[config.mk]
export PLATFORM = sky130hd
export DESIGN_NAME = uart_tx_ctrl
export DESIGN_NICKNAME = d
export VERILOG_FILES = /design/src/rtl/uart_pkg.sv /design/src/rtl/uart_tx_ctrl.sv
export SDC_FILE = /design/constraint.sdc
export NUM_CORES = 1
export LEC_CHECK = 0
export CAP_MARGIN = 20
export CORE_MARGIN = 1
export CORE_UTILIZATION = 44
export DETAILED_ROUTE_END_ITERATION = 10
export PLACE_DENSITY = 0.81
export SYNTH_ARGS = -nofsm -noshare
export SYNTH_HDL_FRONTEND = slang
export SYNTH_SLANG_ARGS = --single-unit
[constraint.sdc]
create_clock -name clk -period 2.22 [get_ports clk]
set_input_delay 0.333 -clock clk [delete_from_list [all_inputs] [get_ports clk]]
set_output_delay 0.333 -clock clk [all_outputs]
set_load 0.005 [all_outputs]
[src/rtl/uart_pkg.sv]
// Shared UART definitions: transmit FSM state encoding and serial line levels.
package uart_pkg;

   typedef enum logic [2:0] {
      IDLE   = 3'd0,
      START  = 3'd1,
      DATA   = 3'd2,
      PARITY = 3'd3,
      STOP   = 3'd4
   } state_t;

   localparam logic TX_IDLE  = 1'b1;
   localparam logic TX_START = 1'b0;

endpackage

[src/rtl/uart_tx_ctrl.sv]
// UART transmit sequencer: one-entry holding register, frame FSM and parity,
// driving an external shift serializer paced by the baud tick.
module uart_tx_ctrl
   import uart_pkg::*;
#(
   parameter int DATAWIDTH = 8
) (
   input  logic                 clk,
   input  logic                 rst,
   input  logic                 baud_tick,
   input  logic [DATAWIDTH-1:0] in_data,
   input  logic                 in_valid,
   output logic                 in_ready,
   input  logic                 par_en,
   input  logic                 par_odd,
   output logic                 ser_load,
   output logic [DATAWIDTH-1:0] ser_data,
   output logic                 ser_en,
   input  logic                 ser_bit,
   input  logic                 ser_done,
   output logic                 tx,
   output logic                 busy
);

   state_t                 state;
   state_t                 state_nxt;
   logic                   hold_full;
   logic [DATAWIDTH-1:0]   hold_data;
   logic                   par_bit;
   logic                   par_en_q;
   logic                   accept;

   assign accept   = in_valid && !hold_full;
   assign in_ready = !hold_full;
   assign ser_data = hold_data;
   assign busy     = (state != IDLE);

   // Strobes are combinational so the serializer acts on the same tick edge
   // that changes state; ser_bit then lines up with the new bit period.
   always_comb begin
      state_nxt = state;
      ser_load  = 1'b0;
      ser_en    = 1'b0;
      if (baud_tick) begin
         case (state)
            IDLE: begin
               if (hold_full) begin
                  ser_load  = 1'b1;
                  state_nxt = START;
               end
            end
            START: begin
               ser_en    = 1'b1;
               state_nxt = DATA;
            end
            DATA: begin
               if (ser_done) begin
                  state_nxt = par_en_q ? PARITY : STOP;
               end else begin
                  ser_en = 1'b1;
               end
            end
            PARITY: begin
               state_nxt = STOP;
            end
            STOP: begin
               if (hold_full) begin
                  ser_load  = 1'b1;
                  state_nxt = START;
               end else begin
                  state_nxt = IDLE;
               end
            end
            default: begin
               state_nxt = IDLE;
            end
         endcase
      end
   end

   // Load and accept are mutually exclusive: load needs hold_full, accept needs it clear.
   always_ff @(posedge clk or negedge rst) begin
      if (!rst) begin
         state     <= IDLE;
         hold_full <= 1'b0;
         hold_data <= '0;
         par_bit   <= 1'b0;
         par_en_q  <= 1'b0;
      end else begin
         state <= state_nxt;
         if (ser_load) begin
            hold_full <= 1'b0;
            par_bit   <= (^hold_data) ^ par_odd;
            par_en_q  <= par_en;
         end else if (accept) begin
            hold_full <= 1'b1;
            hold_data <= in_data;
         end
      end
   end

   always_comb begin
      tx = TX_IDLE;
      case (state)
         IDLE:    tx = TX_IDLE;
         START:   tx = TX_START;
         DATA:    tx = ser_bit;
         PARITY:  tx = par_bit;
         STOP:    tx = TX_IDLE;
         default: tx = TX_IDLE;
      endcase
   end

endmodule

# Word-level counts from Yosys, hierarchy flattened
# Cells that the tools add are included.
[word_totals] ff_bits=14 inputBits=16 output_inout_bits=13 wordCells=36
[op_classes] n_eq_ne=6 mux=14 bitwise_logic=2 n_reduce_logical=9
[ops] cell="$pmux W3 S5" count=1
[ops] cell="$mux W3" count=3
[ops] cell="$mux W1" count=8
[ops] cell="$reduce_xor A8 Y1" count=1
[ops] cell="$eq A3 B2 Y1 const B" count=2
[ops] cell="$ne A2 B2 Y1 const B" count=2
[ops] cell="$eq A3 B1 Y1 const B" count=1
[ops] cell="$eq A3 B3 Y1 const B" count=1
[ops] cell="$logic_not A3 Y1" count=1
[ops] cell="$pmux W1 S3" count=1
[ops] cell="$reduce_and A3 Y1" count=1
[ops] cell="$reduce_bool A3 Y1" count=1
[ops] cell="$pmux W1 S2" count=1
[ops] cell="$reduce_and A2 Y1" count=1
[ops] cell="$reduce_bool A2 Y1" count=1
[ops] cell="$reduce_or A2 Y1" count=1
[ops] cell="$logic_and A1 B1 Y1" count=1
[ops] cell="$logic_not A1 Y1" count=1
[ops] cell="$not A1 Y1" count=1
[ops] cell="$xor A1 B1 Y1" count=1

# Longest topological paths before layout
# Gate-level depths: netlist of run 1.
[logic_depth] word_depth=6 ltp_mapped=5 depth_no_buf=4

# Least setup slack after synthesis of run 1
# No wires, ideal clock.
[synth_timing] path_kind="register to register" start="register hold_data[2] (netlist: ser_data[2])" end="register par_bit" setup_ns=0.125 arrival_ns=1.334 t_required_ns=2.095 slack_ns=0.761 path_stages_with_launch=5 n_path_buf=0 synth_period_minus_slack_ns=1.459 path_cell_list="dfrtp_1 > xnor2_1 > xnor3_2 > xnor2_1 > mux2_4"
[synth_via] elab_chain_len=2
[synth_lines] item="start, declared" line_no="uart_tx_ctrl.sv:28" source="logic [DATAWIDTH-1:0] hold_data;"
[synth_lines] item="start signal, assigned" line_no="uart_tx_ctrl.sv:97" source="hold_data <= in_data;"
[synth_lines] item="$reduce_xor A8 Y1" line_no="uart_tx_ctrl.sv:93" source="par_bit <= (^hold_data) ^ par_odd;"
[synth_lines] item="$xor A1 B1 Y1" line_no="uart_tx_ctrl.sv:93"
[synth_lines] item="end signal, assigned" line_no="uart_tx_ctrl.sv:93"
[synth_lines] item="end, declared" line_no="uart_tx_ctrl.sv:29" source="logic par_bit;"
# No other way between the ends.
# A chain may end at the register's enable or synchronous reset.

# Final worst setup path of run 1
[layout_timing] start="input baud_tick" end="output ser_load"
[layout_via] elab_chain_len=1
[layout_lines] item="start, declared" line_no="uart_tx_ctrl.sv:10" source="input logic baud_tick,"
[layout_lines] item="$mux W1" line_no="uart_tx_ctrl.sv:44" source="if (baud_tick) begin"
[layout_lines] item="end, declared" line_no="uart_tx_ctrl.sv:16" source="output logic ser_load,"
# No other way between the ends.

==> flow_summary_export.csv, run 1 <==
group,metric,value,unit
status,outcome,"finished, final reports clean",
sta,tightest_slew,625,ps
worst_setup_path,worst-endpoint-arrival,1720,ps
worst_setup_path,crit_path_max_fanout,4,
grt,globalRouteOverflowTotal,0,
worst_setup_path,setup.worst_path.end_class,"output pin",
floorplanning,floorplan.die_area,0.00178,mm^2
worst_setup_path,start_kind,"input port",
layout,antenna_cells,0,
logic_synthesis,synth-warning-count,0,
clock_network,clkSinkCount,14,
logic_synthesis,syn_inst,62,
logic_synthesis,number_of_enable_flip_flop_cells_after_synthesis,0,
clock_network,inserted_clock_buffers,3,
floorplanning,floorplan.initialDensity,47.3,%
layout,design.final.nets,111,
sta,setup_total_negative_slack,0,ps
power,max-vdd-ir-drop,0.907,mV
grt,vias_in_the_first_global_route,549,
clock_network,number_of_hold_buffers_added_after_cts,0,
sta,clock_skew,0.820,ps
clock_network,cts_tree,"built",
route,drt_iter0_drc,15,
sta,worst_hold_margin,440,ps
place,numPlacedInstances,106,
layout,area_delta_synth_final,48.2,%
logic_synthesis,synthesis.area_per_instance,11.5,um^2
floorplanning,die-width,42.2,um
route,detail_route.vias_per_cell,5.45,
sta,timing.final.crit_share,92.5,%
logic_synthesis,ys_types,24,
route,firstDrtPassIters,4,
clock_network,clkLatencyLatePin,270,ps
floorplanning,area_of_the_core_region,0.00151,mm^2
grt,grt_max_degree,15,
grt,groute.usage.overall,18.2,%
worst_setup_path,crit_path_frequent_cell,"sky130_fd_sc_hd__clkdlybuf4s50_1",
route,dr_drc_count,0,
place,place.gp.congestion,0.938,
sta,final_max_slew_viol_count,0,
job,timing.max_cap.violations,0,
clock_network,post_cts_resized,0,
floorplanning,boundaryPins,29,
grt,grt_antenna_before_repair,0,
floorplanning,die_h,42.2,um
sta,timing.final.crit_period,2050,ps
worst_setup_path,timing.critical_path.required,1890,ps
logic_synthesis,synthesis.nets,78,
layout,final_cell_count_no_fill,110,
sta,unrepaired_setup_endpoints_after_global_routing,"false",
place,detailed_place_hpwl,1.07,mm
clock_network,ctsLongestPathBuffers,2,
place,placement.io_buffers,28,
worst_setup_path,cp_slowest_cell,"sky130_fd_sc_hd__clkdlybuf4s50_1",
layout,n_fill_cell,110,
logic_synthesis,synth.cell_area,712,um^2
route,routedWlPerCell,13.0,um
logic_synthesis,synth_top_cell_area_share,49.2,%
power,leakage,0.000449,uW
logic_synthesis,synth-main-ff-cell,"sky130_fd_sc_hd__dfrtp_1",
logic_synthesis,yosys-top-cells-area,"sky130_fd_sc_hd__dfrtp_1, sky130_fd_sc_hd__mux2_2, sky130_fd_sc_hd__xnor2_1",
clock_network,clock-root-buffer,"sky130_fd_sc_hd__clkbuf_4",
worst_setup_path,crit_chain,"clkdlybuf4s50_1 > inv_1 > nor4_2 > clkdlybuf4s50_1",
layout,final_area,0.00105,mm^2
power,p_per_area,1510,mW/mm^2
route,detailroute.via_count,600,
logic_synthesis,synth-seq-area-share,49.2,%
clock_network,h-tree-depth,1,
floorplanning,row_count,14,
logic_synthesis,yosys.cell_count.top_type,"sky130_fd_sc_hd__dfrtp_1",
sta,timing.slew.headroom,58.2,%
sta,hold_fails_final_rpt,0,
grt,grt_first_pass_wirelength,2.35,mm
place,dpl-instance-area,0.00102,mm^2
sta,fmax,487,MHz
worst_setup_path,worst-setup-path-type,"in -> out",
worst_hold_path,worst_hold_class,"in -> async",
logic_synthesis,synth_top_area_cell,"sky130_fd_sc_hd__dfrtp_1",
logic_synthesis,ys_top_cells_by_count,"sky130_fd_sc_hd__dfrtp_1, sky130_fd_sc_hd__mux2_2, sky130_fd_sc_hd__inv_1",
layout,post_route_cells_drive_above_1_share,19.1,%
route,final_antenna_net_count,0,
logic_synthesis,async_flop_share,100,%
clock_network,clk_transition_reported_paths,80,ps
logic_synthesis,number_of_synthesized_register_bits,14,
clock_network,number_of_setup_buffers_added_after_cts,0,
sta,setup_viol,0,
worst_setup_path,crit_path_max_incr_delay,560,ps
route,drt_wl_total,1.43,mm
cell usage in the layout (no fill, tap or decap), drive strengths merged:
master,instances
clkdlybuf4s50,28
dfrtp,14
mux2,9
inv,7
xnor2,5
o21ai,4
clkbuf,4
a21oi,3
nand2,3
nor2,2
o2111ai,2
buf,2
or3,1
a311o,1
nor4,1
nand3,1
nand2b,1
nor2b,1
xnor3,1
xor2,1
a211oi,1
mux2i,1
a32o,1
state kept, by name, summed over array words and instances, names as in the netlist:
signal / cells
hold_full: 1
par_bit: 1
par_en_q: 1
ser_data: 8
state: 3
critical path, delay by kind of cell:
kind                   cells  cell delay [ps]
buffers and inverters      3             1200
and+or+nand+nor            1              190
metrics by stage:
stage	total power, uW	setup WS, ps	utilization [%]
2_1_floorplan	1050	761	-
3_3_place_gp	1400	200	67.6
3_5_place_dp	1420	173	67.6
4_1_cts	1610	160	70.0
5_1_grt	1720	93.7	70.0
6_report	1590	166	70.0
final cells by class:
cell class | instances | area (um^2) | share of cell area (%)
multi-input cells | 39 | 327 | 31.0
well taps | 16 | 20.0 | 1.90
flip-flops and latches | 14 | 350 | 33.2
clock buffers | 4 | 36.3 | 3.44
inverters | 7 | 26.3 | 2.49
repair buffers | 30 | 295 | 28.0
path summary, 6_finish.rpt:
| check | start | cells past startpoint | to | slack [ps] |
|---|---|---|---|---|
| worst min register to register | par_bit | 1 | par_bit | 530 |
| min in group clk | par_bit | 1 | par_bit | 530 |
| worst max register to register | ser_data[2] | 4 | par_bit | 710 |
| max in group asynchronous | rst | 1 | ser_data[0] | 1380 |
| worst max-delay path | baud_tick | 4 | ser_load | 170 |
| worst min-delay path | rst | 1 | ser_data[6] | 440 |
logic make-up after synthesis:
family                 synth area share (%)
flip-flops                             49.2
AO/OA/AOI/OAI                          11.2
multiplexers                           16.2
AND/OR/NAND/NOR                        7.73
buffers and inverters                  4.92
XOR/XNOR                               10.7
power by group:
group / leakage (uW) / switching (uW) / internal [uW]
clock: 0.0000210 / 79.8 / 99.7
sequential: 0.000167 / 142 / 385
combinational: 0.000261 / 289 / 596
total: 0.000449 / 511 / 1080
routing by layer:
layer | share of wire [%] | global-route usage [%] | wire length [um]
met2 | 50 | 29.8 | 721
met5 | 0 | 0 | 0
met4 | 1.9 | 7.50 | 27
met3 | 6.8 | 5.17 | 97
met1 | 41 | 22.4 | 585
No activity file was read; power rests on OpenSTA's default activity.
==> run 2: changes to the inputs <==
- GPL_TIMING_DRIVEN: default -> 0
- HOLD_SLACK_MARGIN: default -> 0.08
==> run 2 against run 1 <==
- flip-flop and latch count unchanged
- register-to-register slack about the same
- via count down 2.2%
- sequential power down 3%
- cell count up 1.8%
- critical path depth unchanged
- final area up 2.0%
- non-clock buffer count up 2
- clock power up 6%
- clock skew up 3.9 ps
- sequential share of layout area down 0.66 points
- critical path type is now reg -> out
==> flow_summary_export.csv, run 2 (synthesis results as in run 1) <==
group,metric,value,unit
worst_setup_path,regToRegSetupSlack,700,ps
route,routedWlPerCell,14.0,um
power,p_per_area,1540,mW/mm^2
layout,final_area,0.00108,mm^2
floorplanning,die-width,42.2,um
sta,timing.slew.headroom,59.1,%
route,dr_drc_count,0,
place,detailed_place_hpwl,1.15,mm
clock_network,clk_transition_reported_paths,90,ps
worst_hold_path,worst_hold_class,"in -> async",
clock_network,ctsLongestPathBuffers,2,
grt,grt_first_pass_wirelength,2.43,mm
place,placement.io_buffers,28,
route,detailroute.via_count,587,
worst_setup_path,worstRegToRegCells,4,
grt,groute.usage.overall,18.6,%
route,drt-met1-wl,672,um
worst_setup_path,crit_path_max_fanout,10,
layout,post_route_cells_drive_above_1_share,20.8,%
route,detail_route.vias_per_cell,5.24,
route,final_antenna_net_count,0,
clock_network,clkSinkCount,14,
clock_network,h-tree-depth,1,
route,firstDrtPassIters,4,
layout,final_cell_mix,"sky130_fd_sc_hd__clkdlybuf4s50_1, sky130_fd_sc_hd__dfrtp_1, sky130_fd_sc_hd__mux2_2",
sta,post-route-worst-setup-slack,87.4,ps
worst_setup_path,worst_setup_path_endpoint,"tx",
layout,multiInputGateArea,335,um^2
floorplanning,boundaryPins,29,
worst_setup_path,worst-setup-path-type,"reg -> out",
worst_setup_path,timing.critical_path.required,1890,ps
worst_setup_path,crit_path_start,"state[1]",
layout,area_delta_synth_final,51.1,%
floorplanning,floorplan.initialDensity,47.3,%
grt,vias_in_the_first_global_route,545,
layout,seqCellArea,350,um^2
clock_network,cts_tree,"built",
sta,clock_skew,4.71,ps
worst_setup_path,setup.worst_path.end_class,"output pin",
route,drt_wl_total,1.57,mm
power,leakage,0.000475,uW
power,final_total_power,1650,uW
sta,fmax,469,MHz
place,detailedPlace.worstSlack,-94.7,ps
worst_setup_path,r2r-end,"par_bit",
floorplanning,floorplan.die_area,0.00178,mm^2
route,drt_iter0_drc,13,
clock_network,clock-root-buffer,"sky130_fd_sc_hd__clkbuf_4",
worst_setup_path,start_kind,"register",
sta,setup_viol,0,
grt,globalRouteOverflowTotal,0,
route,met3_wire_len,54,um
job,timing.max_cap.violations,0,
worst_setup_path,worst-endpoint-arrival,1800,ps
place,place.gp.congestion,0.848,
route,met2RoutedLength,807,um
clock_network,clkLatencyLatePin,290,ps
floorplanning,row_count,14,
floorplanning,die_h,42.2,um
layout,antenna_cells,0,
layout,design.final.nets,113,
layout,fin_util,71.4,%
sta,timing.final.crit_period,2130,ps
sta,worst_hold_margin,420,ps
layout,final_common_cell,"sky130_fd_sc_hd__clkdlybuf4s50_1",
worst_setup_path,timing.rr.start,"ser_data[2]",
layout,n_fill_cell,114,
floorplanning,area_of_the_core_region,0.00151,mm^2
sta,final_max_slew_viol_count,0,
clock_network,inserted_clock_buffers,3,
power,max-vdd-ir-drop,0.837,mV
grt,grt_antenna_before_repair,0,
sta,hold_fails_final_rpt,0,
place,dpl-instance-area,0.00101,mm^2
clock_network,number_of_hold_buffers_added_after_cts,0,
sta,unrepaired_setup_endpoints_after_global_routing,"false",
sta,tightest_slew,612,ps
route,top_layer,"met4",
sta,timing.final.crit_share,96.1,%
layout,largest_register_ff_count,8,
status,outcome,"finished, final reports clean",
grt,grt_max_degree,15,
[run 2: cell types whose count changed in the layout (fill, tap and decap cells not counted)]
cell	change
sky130_fd_sc_hd__buf_2	+1
sky130_fd_sc_hd__nor4_4	+1
sky130_fd_sc_hd__clkbuf_2	+1
sky130_fd_sc_hd__dlymetal6s2s_1	+1
sky130_fd_sc_hd__clkdlybuf4s50_1	-1
sky130_fd_sc_hd__nor4_2	-1
[run 2: power breakdown]
group / total, uW / internal (uW) / switching [uW]
clock network: 190 / 100 / 89.8
logic: 951 / 610 / 341
registers: 512 / 385 / 128
total: 1650 / 1090 / 559
[run 2: critical path: stages (launching register included)]
cell                              delay [ps]
sky130_fd_sc_hd__dfrtp_1                 420
sky130_fd_sc_hd__clkbuf_2                230
sky130_fd_sc_hd__a21oi_1                  90
sky130_fd_sc_hd__a311o_1                 330
sky130_fd_sc_hd__clkdlybuf4s50_1         450
[run 2: cell type report]
type,count,share of cell area (%)
tap,16,1.86
inverter,7,2.44
timing repair buffer,30,27.7
multi-input combinational,39,31.2
buffer,2,0.930
sequential,14,32.6
clock buffer,4,3.37
[run 2: layer usage]
metal	vias to the layer above	GRT usage, %
li1	283	-
met1	281	24.4
met2	19	28.0
met3	4	2.59
met4	0	13.1
met5	-	0
[run 2: how the worst min path moves through the flow]
stage | end | cells past startpoint | startpoint
final | par_bit | 1 | rst
after global routing | par_bit | 1 | rst
after CTS | par_bit | 1 | rst
after detailed placement | par_bit | 1 | par_bit
after global placement | par_bit | 1 | par_bit
after floorplan | hold_full | 0 | rst
[run 2: timing repair]
item                                   CTS  global route
gates resized for setup                  2             1
endpoints found under the hold margin    0             0
setup endpoints to repair                1             1
pin swaps                                0             1
cloned                                   0             0
setup buffers                            0             2
[run 2: per-stage QoR]
step                instances  setup TNS (ps)
floorplan                  62               0
global placement          106           -76.5
detailed placement        106           -94.7
CTS                       110               0
global route              112               0
finish                    112               0
==> run 3: changes to the inputs <==
- GPL_ROUTABILITY_DRIVEN: default -> 0
==> results of run 3 <==
No change in the layout: final DEF, timing and power equal those of run 2.
